--- config.mk ---
export PLATFORM = sky130hd
export DESIGN_NAME = uart_tx
export DESIGN_NICKNAME = d
export VERILOG_FILES = /design/src/rtl/uart_pkg.sv /design/src/rtl/uart_tx_fifo.sv /design/src/rtl/uart_tx.sv
export SDC_FILE = /design/constraint.sdc
export NUM_CORES = 1
export LEC_CHECK = 0
export ABC_AREA = 1
export CORE_ASPECT_RATIO = 1.5
export CORE_UTILIZATION = 25
export DETAILED_ROUTE_END_ITERATION = 16
export PLACE_DENSITY = 0.36
export RECOVER_POWER = 100
export SYNTH_ARGS = -nofsm -noshare
export SYNTH_HDL_FRONTEND = slang
export SYNTH_SLANG_ARGS = --single-unit
--- constraint.sdc ---
create_clock -name clock -period 3.1 [get_ports clock]
set_clock_uncertainty 0.2 [all_clocks]
set_input_delay 0.62 -clock clock [delete_from_list [all_inputs] [get_ports clock]]
set_output_delay 0.62 -clock clock [all_outputs]
set_load 0.005 [all_outputs]
--- src/rtl/uart_pkg.sv ---
// Shared UART definitions for the transmitter and receiver on this link.
package uart_pkg;

  localparam int UART_DATA_W          = 8;
  localparam int DEFAULT_CLKS_PER_BIT = 20;

  typedef enum logic [2:0] {
    S_IDLE    = 3'b000,
    S_START   = 3'b001,
    S_DATA    = 3'b010,
    S_STOP    = 3'b011,
    S_CLEANUP = 3'b111
  } uart_state_t;

  // Baud counter width: never narrower than one bit, even for tiny divisors.
  function automatic int cnt_width(input int clks_per_bit);
    return (clks_per_bit > 1) ? $clog2(clks_per_bit) : 1;
  endfunction

endpackage

--- src/rtl/uart_tx_fifo.sv ---
// Small first-word-fall-through FIFO feeding the UART serialiser.
module uart_tx_fifo #(
  parameter int DEPTH = 4,
  parameter int WIDTH = 8
) (
  input  logic             clock,
  input  logic             reset,
  input  logic             wr_en,
  input  logic [WIDTH-1:0] wr_data,
  input  logic             rd_en,
  output logic [WIDTH-1:0] rd_data,
  output logic             full,
  output logic             empty
);

  localparam int PTR_W = $clog2(DEPTH);
  localparam logic [PTR_W:0]   DEPTH_C = DEPTH[PTR_W:0];
  localparam logic [PTR_W:0]   CNT_ONE = {{PTR_W{1'b0}}, 1'b1};
  localparam logic [PTR_W-1:0] PTR_ONE = {{(PTR_W-1){1'b0}}, 1'b1};

  logic [WIDTH-1:0] mem [DEPTH];
  logic [PTR_W-1:0] wr_ptr_reg;
  logic [PTR_W-1:0] rd_ptr_reg;
  logic [PTR_W:0]   count_reg;
  logic [PTR_W:0]   count_next;
  logic             push;
  logic             pop;

  // Flags come from the registered count only, so a pop never frees a slot in the same cycle.
  assign full    = (count_reg == DEPTH_C);
  assign empty   = (count_reg == '0);
  assign push    = wr_en && !full;
  assign pop     = rd_en && !empty;
  assign rd_data = mem[rd_ptr_reg];

  always_comb begin
    count_next = count_reg;
    if (push && !pop) begin
      count_next = count_reg + CNT_ONE;
    end else if (pop && !push) begin
      count_next = count_reg - CNT_ONE;
    end
  end

  always_ff @(posedge clock) begin
    if (push) begin
      mem[wr_ptr_reg] <= wr_data;
    end
  end

  always_ff @(posedge clock) begin
    if (reset) begin
      wr_ptr_reg <= '0;
      rd_ptr_reg <= '0;
      count_reg  <= '0;
    end else begin
      count_reg <= count_next;
      if (push) begin
        wr_ptr_reg <= wr_ptr_reg + PTR_ONE;
      end
      if (pop) begin
        rd_ptr_reg <= rd_ptr_reg + PTR_ONE;
      end
    end
  end

endmodule

--- src/rtl/uart_tx.sv ---
// 8N1 UART transmitter: handshake into a FIFO, then LSB-first serialisation on an idle-high line.
module uart_tx
  import uart_pkg::*;
#(
  parameter int CLKS_PER_BIT = DEFAULT_CLKS_PER_BIT,
  parameter int FIFO_DEPTH   = 4
) (
  input  logic                   clock,
  input  logic                   reset,
  input  logic                   i_valid,
  input  logic [UART_DATA_W-1:0] i_Byte,
  output logic                   o_ready,
  output logic                   serial_out,
  output logic                   o_busy,
  output logic                   o_done
);

  localparam int CNT_W = cnt_width(CLKS_PER_BIT);
  localparam logic [CNT_W-1:0] CNT_LAST = CNT_W'(CLKS_PER_BIT - 1);
  localparam logic [CNT_W-1:0] CNT_ONE  = CNT_W'(1);

  uart_state_t            state_reg;
  uart_state_t            state_next;
  logic [CNT_W-1:0]       clock_count_reg;
  logic [CNT_W-1:0]       clock_count_next;
  logic [2:0]             bit_index_reg;
  logic [2:0]             bit_index_next;
  logic [2:0]             bit_index_inc;
  logic [UART_DATA_W-1:0] tx_byte_reg;
  logic [UART_DATA_W-1:0] tx_byte_next;
  logic                   serial_reg;
  logic                   serial_next;
  logic                   done_reg;
  logic                   done_next;
  logic                   busy_reg;
  logic                   count_last;

  logic                   fifo_pop;
  logic                   fifo_full;
  logic                   fifo_empty;
  logic [UART_DATA_W-1:0] fifo_data;

  uart_tx_fifo #(
    .DEPTH (FIFO_DEPTH),
    .WIDTH (UART_DATA_W)
  ) u_fifo (
    .clock   (clock),
    .reset   (reset),
    .wr_en   (i_valid),
    .wr_data (i_Byte),
    .rd_en   (fifo_pop),
    .rd_data (fifo_data),
    .full    (fifo_full),
    .empty   (fifo_empty)
  );

  assign o_ready       = !fifo_full;
  assign serial_out    = serial_reg;
  assign o_done        = done_reg;
  assign o_busy        = busy_reg;
  assign count_last    = (clock_count_reg == CNT_LAST);
  assign bit_index_inc = bit_index_reg + 3'd1;

  always_comb begin
    state_next       = state_reg;
    clock_count_next = clock_count_reg;
    bit_index_next   = bit_index_reg;
    tx_byte_next     = tx_byte_reg;
    serial_next      = serial_reg;
    done_next        = 1'b0;
    fifo_pop         = 1'b0;

    case (state_reg)
      S_IDLE: begin
        serial_next      = 1'b1;
        clock_count_next = '0;
        bit_index_next   = '0;
        if (!fifo_empty) begin
          fifo_pop     = 1'b1;
          tx_byte_next = fifo_data;
          serial_next  = 1'b0;
          state_next   = S_START;
        end
      end

      S_START: begin
        if (count_last) begin
          clock_count_next = '0;
          serial_next      = tx_byte_reg[0];
          state_next       = S_DATA;
        end else begin
          clock_count_next = clock_count_reg + CNT_ONE;
        end
      end

      S_DATA: begin
        if (count_last) begin
          clock_count_next = '0;
          if (bit_index_reg == 3'd7) begin
            bit_index_next = '0;
            serial_next    = 1'b1;
            state_next     = S_STOP;
          end else begin
            bit_index_next = bit_index_inc;
            serial_next    = tx_byte_reg[bit_index_inc];
          end
        end else begin
          clock_count_next = clock_count_reg + CNT_ONE;
        end
      end

      S_STOP: begin
        serial_next = 1'b1;
        if (count_last) begin
          clock_count_next = '0;
          done_next        = 1'b1;
          state_next       = S_CLEANUP;
        end else begin
          clock_count_next = clock_count_reg + CNT_ONE;
        end
      end

      S_CLEANUP: begin
        serial_next = 1'b1;
        state_next  = S_IDLE;
      end

      // Unused encodings recover to a quiet line.
      default: begin
        serial_next      = 1'b1;
        clock_count_next = '0;
        bit_index_next   = '0;
        state_next       = S_IDLE;
      end
    endcase
  end

  always_ff @(posedge clock) begin
    if (reset) begin
      state_reg       <= S_IDLE;
      clock_count_reg <= '0;
      bit_index_reg   <= '0;
      tx_byte_reg     <= '0;
      serial_reg      <= 1'b1;
      done_reg        <= 1'b0;
      busy_reg        <= 1'b0;
    end else begin
      state_reg       <= state_next;
      clock_count_reg <= clock_count_next;
      bit_index_reg   <= bit_index_next;
      tx_byte_reg     <= tx_byte_next;
      serial_reg      <= serial_next;
      done_reg        <= done_next;
      // Registered view of activity: clears the cycle after the FSM settles in S_IDLE with nothing queued.
      busy_reg        <= (state_reg != S_IDLE) || !fifo_empty;
    end
  end

endmodule

**Word-level counts from Yosys, hierarchy flattened**

Memory sizes are Yosys's and may differ from the RTL's. A register that Yosys moved wholly into a read port is not among the register bits.
Index checks and enable logic that the tools add are counted.

- Register bits after elaboration: 21
- Bits in writable memories: 32
- Input port bits: 11
- Logic and storage cells: 77
- Memories: 1

Memories:

| memory | depth | width | read ports | clocked after Yosys merged registers in | write ports | RTL line | source |
|---|---|---|---|---|---|---|---|
| u_fifo.mem | 4 | 8 | 1 | 1 | 1 | uart_tx_fifo.sv:21 | `logic [WIDTH-1:0] mem [DEPTH];` |

- Add/sub/neg operators: 6
- Order comparisons: 1
- Equal/unequal tests: 12
- Muxes and demuxes: 25
- Bitwise operators: 3
- Reductions and logical operators: 20

Operators with widths:

| kind | number |
|---|---|
| $mux 3 | 9 |
| $pmux 3 s4 | 1 |
| $mux 1 | 10 |
| $ne 2x2->1 const B | 5 |
| $pmux 5 s2 | 1 |
| $eq 3x3->1 const B | 3 |
| $add 3x1->3 const B | 2 |
| $eq 3x2->1 const B | 2 |
| $logic_not 3->1 | 2 |
| $pmux 3 s2 | 1 |
| $reduce_and 2->1 | 3 |
| $reduce_or 3->1 | 2 |
| $add 5x1->5 const B | 1 |
| $eq 5x5->1 const B | 1 |
| $mux 5 | 1 |
| $reduce_and 5->1 | 1 |
| $add 2x1->2 const B | 2 |
| $logic_and 1x1->1 | 4 |
| $logic_not 1->1 | 4 |
| $lt 3x4->1 const B | 1 |
| $bmux 1 s3 | 1 |
| $eq 3x1->1 const B | 1 |
| $not 1->1 | 3 |
| $pmux 1 s3 | 1 |
| 5 further kinds | 5 |

**Logic depth before layout (Yosys ltp)**

Gate-level depths: netlist of the first run.

- Depth in word-level cells: 7
- Gate-level depth with buffers: 11

**Hierarchy**

A second synthesis of the first run with hierarchy kept.

- Cells, all modules: 292
- Area, all modules: 2741.4 um^2

By module, submodules not included:

| module | instances | cells an instance | area an instance (um^2) |
|---|---|---|---|
| uart_tx_fifo | 1 | 146 | 1685.4 |
| uart_tx | 1 | 146 | 1056.0 |

**Worst setup path before layout of the first run**

No wires, ideal clock.

- Path kind: register to register
- From: reg state_reg[2]
- To: reg u_fifo.count_reg[2]
- Arrival: 1.806 ns
- Data required time: 2.778 ns
- Path slack: 0.972 ns
- Stages on the path, launching flop included: 11
- Period minus slack after synthesis: 2.128 ns
- Path through: dfxtp_1 nor2_2 nand3_1 buf_2 ha_1 inv_1 fa_1 a21oi_1 o21ai_0 o21ai_0 a21oi_1

- Word-level cells in the longest chain between the ends: 6
- Elaborated cells between the ends (all ways): 8
- Classes of those cells: 2 x mux; 6 x reduce/logical

RTL lines:

| item | RTL line | source |
|---|---|---|
| from (decl) | uart_tx.sv:22 | `uart_state_t state_reg;` |
| from (signal assigned) | uart_tx.sv:148 | `state_reg <= state_next;` |
| $logic_not 3->1 (*) | uart_tx.sv:73 | `case (state_reg)` |
| $mux 1 (*) | uart_tx.sv:73 |  |
| $logic_and 1x1->1 (*) | uart_tx_fifo.sv:33 | `assign pop = rd_en && !empty;` |
| $logic_not 1->1 | uart_tx_fifo.sv:38 | `if (push && !pop) begin` |
| $logic_and 1x1->1 | uart_tx_fifo.sv:38 |  |
| $mux 3 or $reduce_bool 2->1 (tied branches) | -- |  |
| to (signal assigned) | uart_tx_fifo.sv:57 | `count_reg <= count_next;` |
| to (decl) | uart_tx_fifo.sv:24 | `logic [PTR_W:0] count_reg;` |

Mark *: on every way between the ends. The rest lies on a longest branch, timed or not.
A chain may end at the register's enable or synchronous reset.

**Worst setup path in the final report of the first run**

- From: in i_valid
- To: reg u_fifo.count_reg[2]

- Word-level cells in the longest chain between the ends: 4
- Elaborated cells between the ends (all ways): 6
- Classes of those cells: 1 x mux; 5 x reduce/logical

RTL lines:

| item | RTL line | source |
|---|---|---|
| from (decl) | uart_tx.sv:10 | `input logic i_valid,` |
| $logic_and 1x1->1 (*) | uart_tx_fifo.sv:32 | `assign push = wr_en && !full;` |
| net u_fifo.push | uart_tx_fifo.sv:26 | `logic push;` |
| $logic_not 1->1 | uart_tx_fifo.sv:40 | `end else if (pop && !push) begin` |
| $logic_and 1x1->1 | uart_tx_fifo.sv:40 |  |
| $reduce_bool 2->1 (no source line) | -- |  |

The timed path passes the listed nets; every way through them passes the cells marked *.

==> impl_metrics.csv, run 1 <==
group,metric,value,unit
final_layout,largest_reg_flops,32,
global_route,grt_antenna_before_repair,0,
worst_setup_path,r2r_cells,10,
worst_setup_path,rr_startpoint,"state_reg[2]",
placed_design,dp_hpwl,3.871,mm
clock_network,ctsRootBufferMaster,"clkbuf_16",
worst_setup_path,criticalPathCategory,"in2reg",
worst_setup_path,reg2reg_setup_slack,0.88,ns
yosys,postSynth.asyncResetShare,0,%
power,p_clk_share,35.9,%
yosys,ys_types,32,
yosys,synth_edf_count,32,
power,sequentialPowerShare,35.5,%
final_layout,area_delta_synth_final,22.91,%
clock_network,cts_buffer_depth,2,
clock_network,cts_made_buffers,9,
worst_setup_path,max_stage_delay,0.52,ns
die,die_x,85.61,um
worst_setup_path,r2r_end,"u_fifo.count_reg[2]",
power,power_density,986.7,mW/mm2
global_route,grt_pass1_vias,1902,
yosys,ys_ff_latch,61,
placed_design,dpl.cell_count,401,
detailed_routing,drt_wl_total,5.454,mm
timing,tightest_slew,0.5896,ns
worst_setup_path,required,3.11,ns
clock_network,cts.reportedPaths.clkPinSlew,0.05,ns
worst_setup_path,start_kind,"input port",
die,initial_utilization,25.86,%
die,fp.coreArea,0.01013,mm2
worst_setup_path,crit_arrival,2.41,ns
placed_design,gp_congestion,0.7031,
worst_setup_path,crit_slowest_cell,"dlygate4sd3_1",
die,die_area,0.01091,mm2
worst_setup_path,worstPathMaxFanout,9,
global_route,grt_max_degree,19,
die,io_pins,15,
worst_setup_path,path_delay_family,"buffers and inverters",
clock_network,cts_max_level,3,
detailed_routing,post_drt_via_cell_ratio,4.516,
min_path,hold_class,"reg2reg",
detailed_routing,first_iter_violations,62,
timing,setup_viol,0,
final_layout,fin_util,31.79,%
final_layout,final_nets,315,
yosys,synth_ff_type,"edfxtp_1",
power,peakVddDrop,0.2938,mV
global_route,overflow,0,
detailed_routing,postRouteAntennaNets,0,
timing,max_freq,0.4171,GHz
power,p_leak,1.244,nW
power,p_comb_share,28.6,%
power,power,3.179,mW
power,swShare,32.55,%
worst_setup_path,cp-end-kind,"flip-flop",
power,p_sw,1.035,mW
clock_network,cts-hold-fix-buffers,0,
timing,period_needed,2.397,ns
worst_setup_path,path_cells,"dlygate4sd3_1 -> nand2_1 -> inv_1 -> ha_1 -> inv_1 -> fa_1 -> a21oi_1 -> o21ai_0 -> o21ai_0 -> a21oi_1",
timing,timing.final.crit_share,77.33,%
yosys,yosysSeqAreaShare,58.81,%
detailed_routing,drc,0,
timing,rsz0062_at_grt,"false",
min_path,whs_path_depth,2,
flow_run,drv_cap,0,
timing,slew_viol_final,0,
final_layout,diodes,0,
power,p_int,2.144,mW
clock_network,post_cts_buffers,0,
yosys,synth_fp_nets,289,
detailed_routing,vias,1883,
min_path,holdPathEnd,"u_fifo.count_reg[2]",
die,core.rowCount,45,
clock_network,ctsResizeCount,0,
timing,fin_tns_setup,0,ns
clock_network,clk_latency,0.33,ns
worst_setup_path,crit_buf_inv,3,
timing,finalHoldViolations,0,
global_route,track_usage,11.56,%
detailed_routing,wl_per_cell,13.08,um
yosys,yosysWarnings,0,
die,die_height,127.4,um
placed_design,portBuffers,14,
status,status,"finished, final reports clean",
clock_network,cts_tree,"yes",
min_path,worstHoldStart,"u_fifo.count_reg[2]",
final_layout,instances_no_fill,417,
detailed_routing,first_pass_iters,4,
yosys,synth.avg_cell_area,9.744,um2
yosys,syn_inst,269,
timing,slew_headroom,60.69,%
yosys,synth_area,0.002621,mm2
global_route,grt_pass1_wl,9.349,mm
clock_network,cts.sinks,61,
final_layout,drive_gt1_share,10.33,%
[per-layer routing]
metal	vias to the layer above	wire (um)	GRT usage (%)
met5	-	0	0
met4	0	164	8.235
met3	10	118	2.326
met2	21	2853	20.33
met1	879	2318	12.17
li1	973	-	-
[through the flow]
| stage | hold slack (ns) | setup slack (ns) | cell area, um2 |
|---|---|---|---|
| 3_3_place_gp | 0.2841 | 0.4264 | 2930 |
| 5_1_grt | 0.3297 | 0.5333 | 3222 |
| 4_1_cts | 0.2944 | 0.7786 | 3269 |
| 3_5_place_dp | 0.2867 | 0.4187 | 2930 |
| 6_report | 0.2933 | 0.7027 | 3222 |
| 2_1_floorplan | 0.2594 | 0.9718 | 2621 |
[tightest hold or removal path: cells and delay by family (launching register included)]
family	cells	cell delay, ns
flops	1	0.30
buf+inv	1	0.08
compound gates	1	0.06
[layout by cell type, fill, tap and decap left out]
cell type | netlist | final
nand2_2 | 7 | 4
clkbuf_1 | 1 | 5
a21oi_4 | 1 | 1
nor3_1 | 4 | 5
a22oi_1 | 1 | 1
inv_2 | 6 | 6
fa_1 | 1 | 1
o21a_1 | 1 | 1
dfxtp_1 | 29 | 29
nand4_1 | 1 | 1
nand3_1 | 13 | 13
clkinv_1 | 0 | 2
dlygate4sd3_1 | 0 | 14
nor2_2 | 3 | 3
o21ai_0 | 31 | 31
a211oi_2 | 1 | 1
xor2_1 | 2 | 2
a21oi_1 | 15 | 16
clkinv_4 | 0 | 1
nor2_1 | 43 | 43
clkbuf_16 | 0 | 9
o21ai_1 | 2 | 2
or2_1 | 1 | 1
nand2_1 | 26 | 29
o22ai_1 | 8 | 8
nand3b_1 | 1 | 2
buf_4 | 1 | 2
a211oi_1 | 1 | 1
edfxtp_1 | 32 | 32
clkinvlp_4 | 0 | 1
inv_1 | 22 | 22
ha_1 | 8 | 8
bufinv_16 | 0 | 3
[power by group through the flow]
stage               Combinational (mW)  Clock (mW)  Sequential (mW)
CTS                              0.983        1.17             1.13
global placement                 0.983           0             1.15
finish                           0.909        1.14             1.13
floorplan                        0.730           0             1.11
detailed placement               0.981           0             1.15
global route                      1.08        1.21             1.16
[layout make-up]
type                       count  area [um2]
tap                          117       146.4
inverter                      28       105.1
fill                        1087        6913
multi-input combinational    174       915.9
clock inverter                 7       113.9
clock buffer                   9       225.2
timing repair buffer          21       173.9
sequential                    61        1541
[Yosys cell counts, drive strengths merged, types with 5 or more instances]
cell    number  area [um2]
nor2        46       180.2
nand2       33       141.4
o21ai       33       165.2
edfxtp      32       960.9
dfxtp       29       580.6
inv         28       105.1
a21oi       17       100.1
nand3       13       65.06
ha           8       100.1
o22ai        8       50.05
buf          5       26.27
nor3         5       30.03
[cell families after synthesis]
group / Yosys count / synth area share (%)
compound gates: 62 / 13.37
xor+xnor: 2 / 0.6684
fa+ha+maj: 9 / 4.583
buf+inv: 34 / 5.155
flops: 61 / 58.81
simple gates: 101 / 17.42
[worst max path at each step]
| stage | start | to | slack [ns] | depth (start not counted) |
|---|---|---|---|---|
| 6_report | i_valid | u_fifo.count_reg[2] | 0.70 | 10 |
| 5_1_grt | i_valid | u_fifo.count_reg[2] | 0.53 | 10 |
| 4_1_cts | i_valid | u_fifo.count_reg[2] | 0.78 | 10 |
| 3_5_place_dp | i_valid | u_fifo.count_reg[2] | 0.42 | 10 |
| 3_3_place_gp | i_valid | u_fifo.count_reg[2] | 0.43 | 10 |
| 2_1_floorplan | state_reg[2] | u_fifo.count_reg[2] | 0.97 | 10 |
No activity file was read; power rests on OpenSTA's default activity.
==> run 2, diff against run 1 <==
clock period = 2.25 ns   (was 3.1 ns; I/O delays follow)
==> impl_metrics.csv, run 2 (same netlist as run 1, synthesis figures left out) <==
group,metric,value,unit
detailed_routing,first_pass_iters,3,
global_route,grt_pass1_wl,9.335,mm
global_route,grt_antenna_before_repair,0,
power,p_clk_share,32.5,%
timing,finalHoldViolations,0,
clock_network,cts.sinks,61,
power,p_leak,1.232,nW
worst_setup_path,required,1.60,ns
worst_setup_path,crit_slowest_cell,"dlygate4sd3_1",
die,die_height,127.4,um
detailed_routing,first_iter_violations,56,
die,fp.coreArea,0.01013,mm2
clock_network,cts_tree,"yes",
placed_design,dpl.cell_count,404,
worst_setup_path,start_kind,"flip-flop",
worst_setup_path,rr_startpoint,"u_fifo.count_reg[1]",
min_path,worstHoldStart,"clock_count_reg[0]",
die,core.rowCount,45,
worst_setup_path,worstPathMaxFanout,3,
timing,fin_tns_setup,0,ns
final_layout,fill_cells,1082,
clock_network,cts.reportedPaths.clkPinSlew,0.05,ns
power,swShare,34.35,%
detailed_routing,vias,1885,
placed_design,post-place-ws,-0.1156,ns
die,die_x,85.61,um
detailed_routing,postRouteAntennaNets,0,
power,p_sw,1.423,mW
detailed_routing,wl_per_cell,13.00,um
worst_setup_path,r2r_cells,10,
clock_network,cts_max_level,3,
min_path,whs_path_depth,2,
final_layout,drive_gt1_share,10.89,%
power,peakVddDrop,0.5496,mV
worst_setup_path,path_cells,"inv_1 -> nand3_1 -> dlygate4sd3_1",
final_layout,final_cell_area,0.003194,mm2
timing,max_freq,0.4734,GHz
power,sequentialPowerShare,37.6,%
worst_setup_path,cp-end-kind,"output port",
timing,timing.final.crit_share,93.88,%
timing,rsz0062_at_grt,"false",
final_layout,mostFrequentLayoutCell,"nor2_1",
final_layout,regArea,0.001543,mm2
final_layout,layout_common_cells,"43 x nor2_1, 32 x edfxtp_1, 31 x nand2_1, 31 x o21ai_0, 28 x dfxtp_1",
detailed_routing,post_drt_via_cell_ratio,4.488,
timing,slew_viol_final,0,
placed_design,gp_congestion,0.6987,
power,p_int,2.719,mW
placed_design,place_area,0.002953,mm2
status,status,"finished, final reports clean",
die,die_area,0.01091,mm2
worst_setup_path,r2r_end,"u_fifo.count_reg[2]",
min_path,holdPathEnd,"clock_count_reg[0]",
detailed_routing,drc,0,
final_layout,diodes,0,
die,initial_utilization,25.86,%
timing,period_needed,2.112,ns
flow_run,drv_cap,0,
worst_setup_path,crit_buf_inv,2,
worst_setup_path,reg2reg_setup_slack,0.24,ns
worst_setup_path,path_delay_family,"buffers and inverters",
clock_network,cts_made_buffers,9,
global_route,track_usage,11.53,%
clock_network,ctsRootBufferMaster,"clkbuf_16",
final_layout,instances_no_fill,420,
timing,tightest_slew,0.6173,ns
worst_setup_path,criticalPathCategory,"reg2out",
final_layout,largest_reg_flops,32,
worst_setup_path,max_stage_delay,0.58,ns
power,power_density,1297,mW/mm2
timing,layout_setup_ws,0.1376,ns
final_layout,multi_input_area,915.9,um2
global_route,grt_pass1_vias,1968,
die,io_pins,15,
final_layout,area_delta_synth_final,21.86,%
global_route,overflow,0,
placed_design,portBuffers,14,
final_layout,final_nets,318,
power,p_comb_share,29.9,%
min_path,hold_class,"reg2reg",
clock_network,cts_buffer_depth,2,
global_route,grt_max_degree,18,
timing,slew_headroom,58.85,%
worst_setup_path,crit_arrival,1.46,ns
power,power,4.142,mW
detailed_routing,drt_wl_total,5.461,mm
placed_design,dp_hpwl,3.828,mm
clock_network,clk_latency,0.32,ns
timing,setup_viol,0,
-- run 2: cell count changes in the layout (fill, tap and decap cells not counted), sizes merged --
| cell | change |
|---|---|
| buf | +2 |
| bufinv | -2 |
| clkbuf | +1 |
| clkdlybuf4s50 | +2 |
| clkinvlp | +2 |
| dlygate4sd3 | -2 |
-- run 2: worst max-delay path by stage --
stage	cells past startpoint	slack (ns)	end	start
2_1_floorplan	10	0.12	u_fifo.count_reg[2]	state_reg[2]
3_3_place_gp	10	-0.1	u_fifo.count_reg[2]	i_valid
3_5_place_dp	10	-0.12	u_fifo.count_reg[2]	i_valid
4_1_cts	3	0.17	o_ready	u_fifo.count_reg[0]
5_1_grt	11	0.03	u_fifo.count_reg[2]	u_fifo.count_reg[1]
6_report	3	0.14	o_ready	u_fifo.count_reg[1]
-- run 2: routing by layer --
layer / track usage (%) / wire, um / up-vias
met5: 0 / 0 / -
met1: 12.67 / 2349 / 886
met4: 6.176 / 123 / 0
met2: 20.05 / 2843 / 21
met3: 3.101 / 145 / 6
li1: - / - / 972
-- run 2: timing repair --
action / in CTS / in global routing
setup endpoints to repair: 0 / 1
buffers inserted: 0 / 0
gates resized for setup: 0 / 2
hold buffers: 0 / 0
-- run 2: worst register-to-register path, stage by stage, from the launching register on --
cell,delay (ns)
dfxtp_1,0.32
inv_1,0.10
nand3_1,0.13
nand3_1,0.13
ha_1,0.16
inv_1,0.06
fa_1,0.37
a21oi_1,0.14
o21ai_0,0.11
o21ai_1,0.13
a21oi_1,0.05
-- run 2: through the flow --
stage	utilization [%]	hold WS, ns
floorplan	-	0.2594
global placement	29.14	0.2786
detailed placement	29.14	0.2806
CTS	32.01	0.2894
global route	31.52	0.3314
finish	31.52	0.2950
-- run 2: area by class of cell --
type | count | share of cell area, %
Tap cell | 117 | 4.583
Multi-Input combinational cell | 174 | 28.67
Inverter | 28 | 3.290
Timing Repair Buffer | 24 | 6.032
Clock buffer | 9 | 7.051
Clock inverter | 7 | 2.076
Sequential cell | 61 | 48.30
-- run 2: power groups by stage --
stage	combinational, mW	sequential, mW	clock (mW)
final	1.24	1.56	1.35
after global routing	1.46	1.59	1.45
after CTS	1.36	1.56	1.39
after detailed placement	1.35	1.58	0
after global placement	1.35	1.58	0
after floorplan	1.01	1.54	0
==> run 3, diff against run 2 <==
CORE_UTILIZATION = 58   (was 25)
PLACE_DENSITY = 0.74   (was 0.36)
==> impl_metrics.csv, run 3 (same netlist as run 1, synthesis figures left out) <==
group,metric,value,unit
flow_run,drv_cap,0,
clock_network,ctsResizeCount,0,
timing,timing.final.crit_share,92.16,%
detailed_routing,wl_per_cell,13.11,um
power,p_leak,1.208,nW
final_layout,final_nets,319,
clock_network,cts_tree,"yes",
global_route,grt_max_degree,18,
power,power_density,1269,mW/mm2
min_path,worstHoldStart,"u_fifo.count_reg[2]",
global_route,grt_pass1_vias,1789,
final_layout,mostFrequentLayoutCell,"nor2_1",
clock_network,post_cts_buffers,0,
detailed_routing,postRouteAntennaNets,0,
global_route,overflow,0,
die,die_area,0.004798,mm2
status,status,"finished, final reports clean",
die,io_pins,15,
detailed_routing,top_layer_used,"met4",
detailed_routing,drt_wl_total,4.588,mm
worst_setup_path,start_kind,"flip-flop",
worst_setup_path,rr_startpoint,"state_reg[0]",
power,peakVddDrop,0.7809,mV
final_layout,area_delta_synth_final,15.56,%
timing,setup_viol,0,
timing,fin_tns_setup,0,ns
die,fp.coreArea,0.004282,mm2
clock_network,ctsRootBufferMaster,"clkbuf_8",
timing,max_freq,0.4823,GHz
detailed_routing,drc,0,
final_layout,diodes,0,
clock_network,cts_buffer_depth,2,
worst_setup_path,cp-end-kind,"output port",
detailed_routing,wl_met1,1.904,mm
min_path,hold_class,"reg2reg",
detailed_routing,wl_met3,139,um
timing,tightest_slew,0.5199,ns
timing,finalHoldViolations,0,
final_layout,layout_common_cells,"45 x nor2_1, 32 x edfxtp_1, 31 x nand2_1, 31 x o21ai_0, 29 x dfxtp_1",
final_layout,largest_reg_flops,32,
placed_design,portBuffers,14,
clock_network,cts_max_level,3,
clock_network,cts-hold-fix-buffers,0,
worst_setup_path,worstPathMaxFanout,3,
placed_design,dp_hpwl,3.255,mm
detailed_routing,post_drt_via_cell_ratio,5.331,
timing,rsz0062_at_grt,"false",
clock_network,cts.reportedPaths.clkPinSlew,0.07,ns
die,initial_utilization,61.22,%
detailed_routing,wl_met2,2.402,mm
worst_setup_path,crit_arrival,1.42,ns
final_layout,drive_gt1_share,9.539,%
timing,slew_viol_final,0,
worst_setup_path,criticalPathCategory,"reg2out",
clock_network,cts.sinks,61,
detailed_routing,vias,1866,
global_route,grt_antenna_before_repair,0,
clock_network,cts_made_buffers,9,
timing,period_needed,2.074,ns
die,die_x,56.89,um
detailed_routing,first_pass_iters,4,
timing,slew_headroom,65.34,%
worst_setup_path,required,1.60,ns
global_route,grt_pass1_wl,7.872,mm
die,core.rowCount,29,
detailed_routing,first_iter_violations,52,
clock_network,clk_latency,0.34,ns
placed_design,gp_congestion,0.8811,
die,die_height,84.34,um
timing,hold_ws,0.2900,ns
worst_setup_path,crit_start,"u_fifo.count_reg[0]",
global_route,track_usage,22.26,%
[run 3: worst paths after layout]
check	to	slack, ns	cells after the start
min	u_fifo.count_reg[2]	0.29	2
max	o_ready	0.18	3
max reg2reg	u_fifo.count_reg[2]	0.19	9
min reg2reg	u_fifo.count_reg[2]	0.29	2
[run 3: cell type report]
type / count / area (um2)
fill: 322 / 1252
timing repair buffer: 25 / 196.4
clock inverter: 7 / 98.84
multi-input combinational: 174 / 905.9
inverter: 28 / 105.1
clock buffer: 9 / 123.9
sequential: 61 / 1541
tap: 46 / 57.56
[run 3: per-stage QoR]
stage	setup slack, ns	utilization [%]	area, um2	std cells	power [mW]
floorplan	0.1218	-	2621	269	2.542
global placement	-0.06895	67.07	2872	334	2.851
detailed placement	-0.1366	67.07	2872	334	2.891
CTS	0.1623	72.27	3094	350	3.971
global route	0.02386	70.75	3029	350	4.143
finish	0.1764	70.75	3029	350	3.843
[run 3: per-layer routing]
metal | track usage [%] | vias to the layer above
li1 | - | 980
met1 | 23.94 | 843
met2 | 37.86 | 30
met3 | 5.547 | 13
met4 | 14.86 | 0
met5 | 0 | -
[run 3: worst max-delay path, stage by stage (launching register included)]
cell,delay [ns]
dfxtp_1,0.41
inv_1,0.08
nand3_1,0.09
clkdlybuf4s50_1,0.51
[run 3: power breakdown]
group          internal [mW]  leakage [nW]  switching (mW)
clock                  0.628         0.110           0.443
combinational          0.469         0.566           0.753
sequential              1.41         0.532           0.142
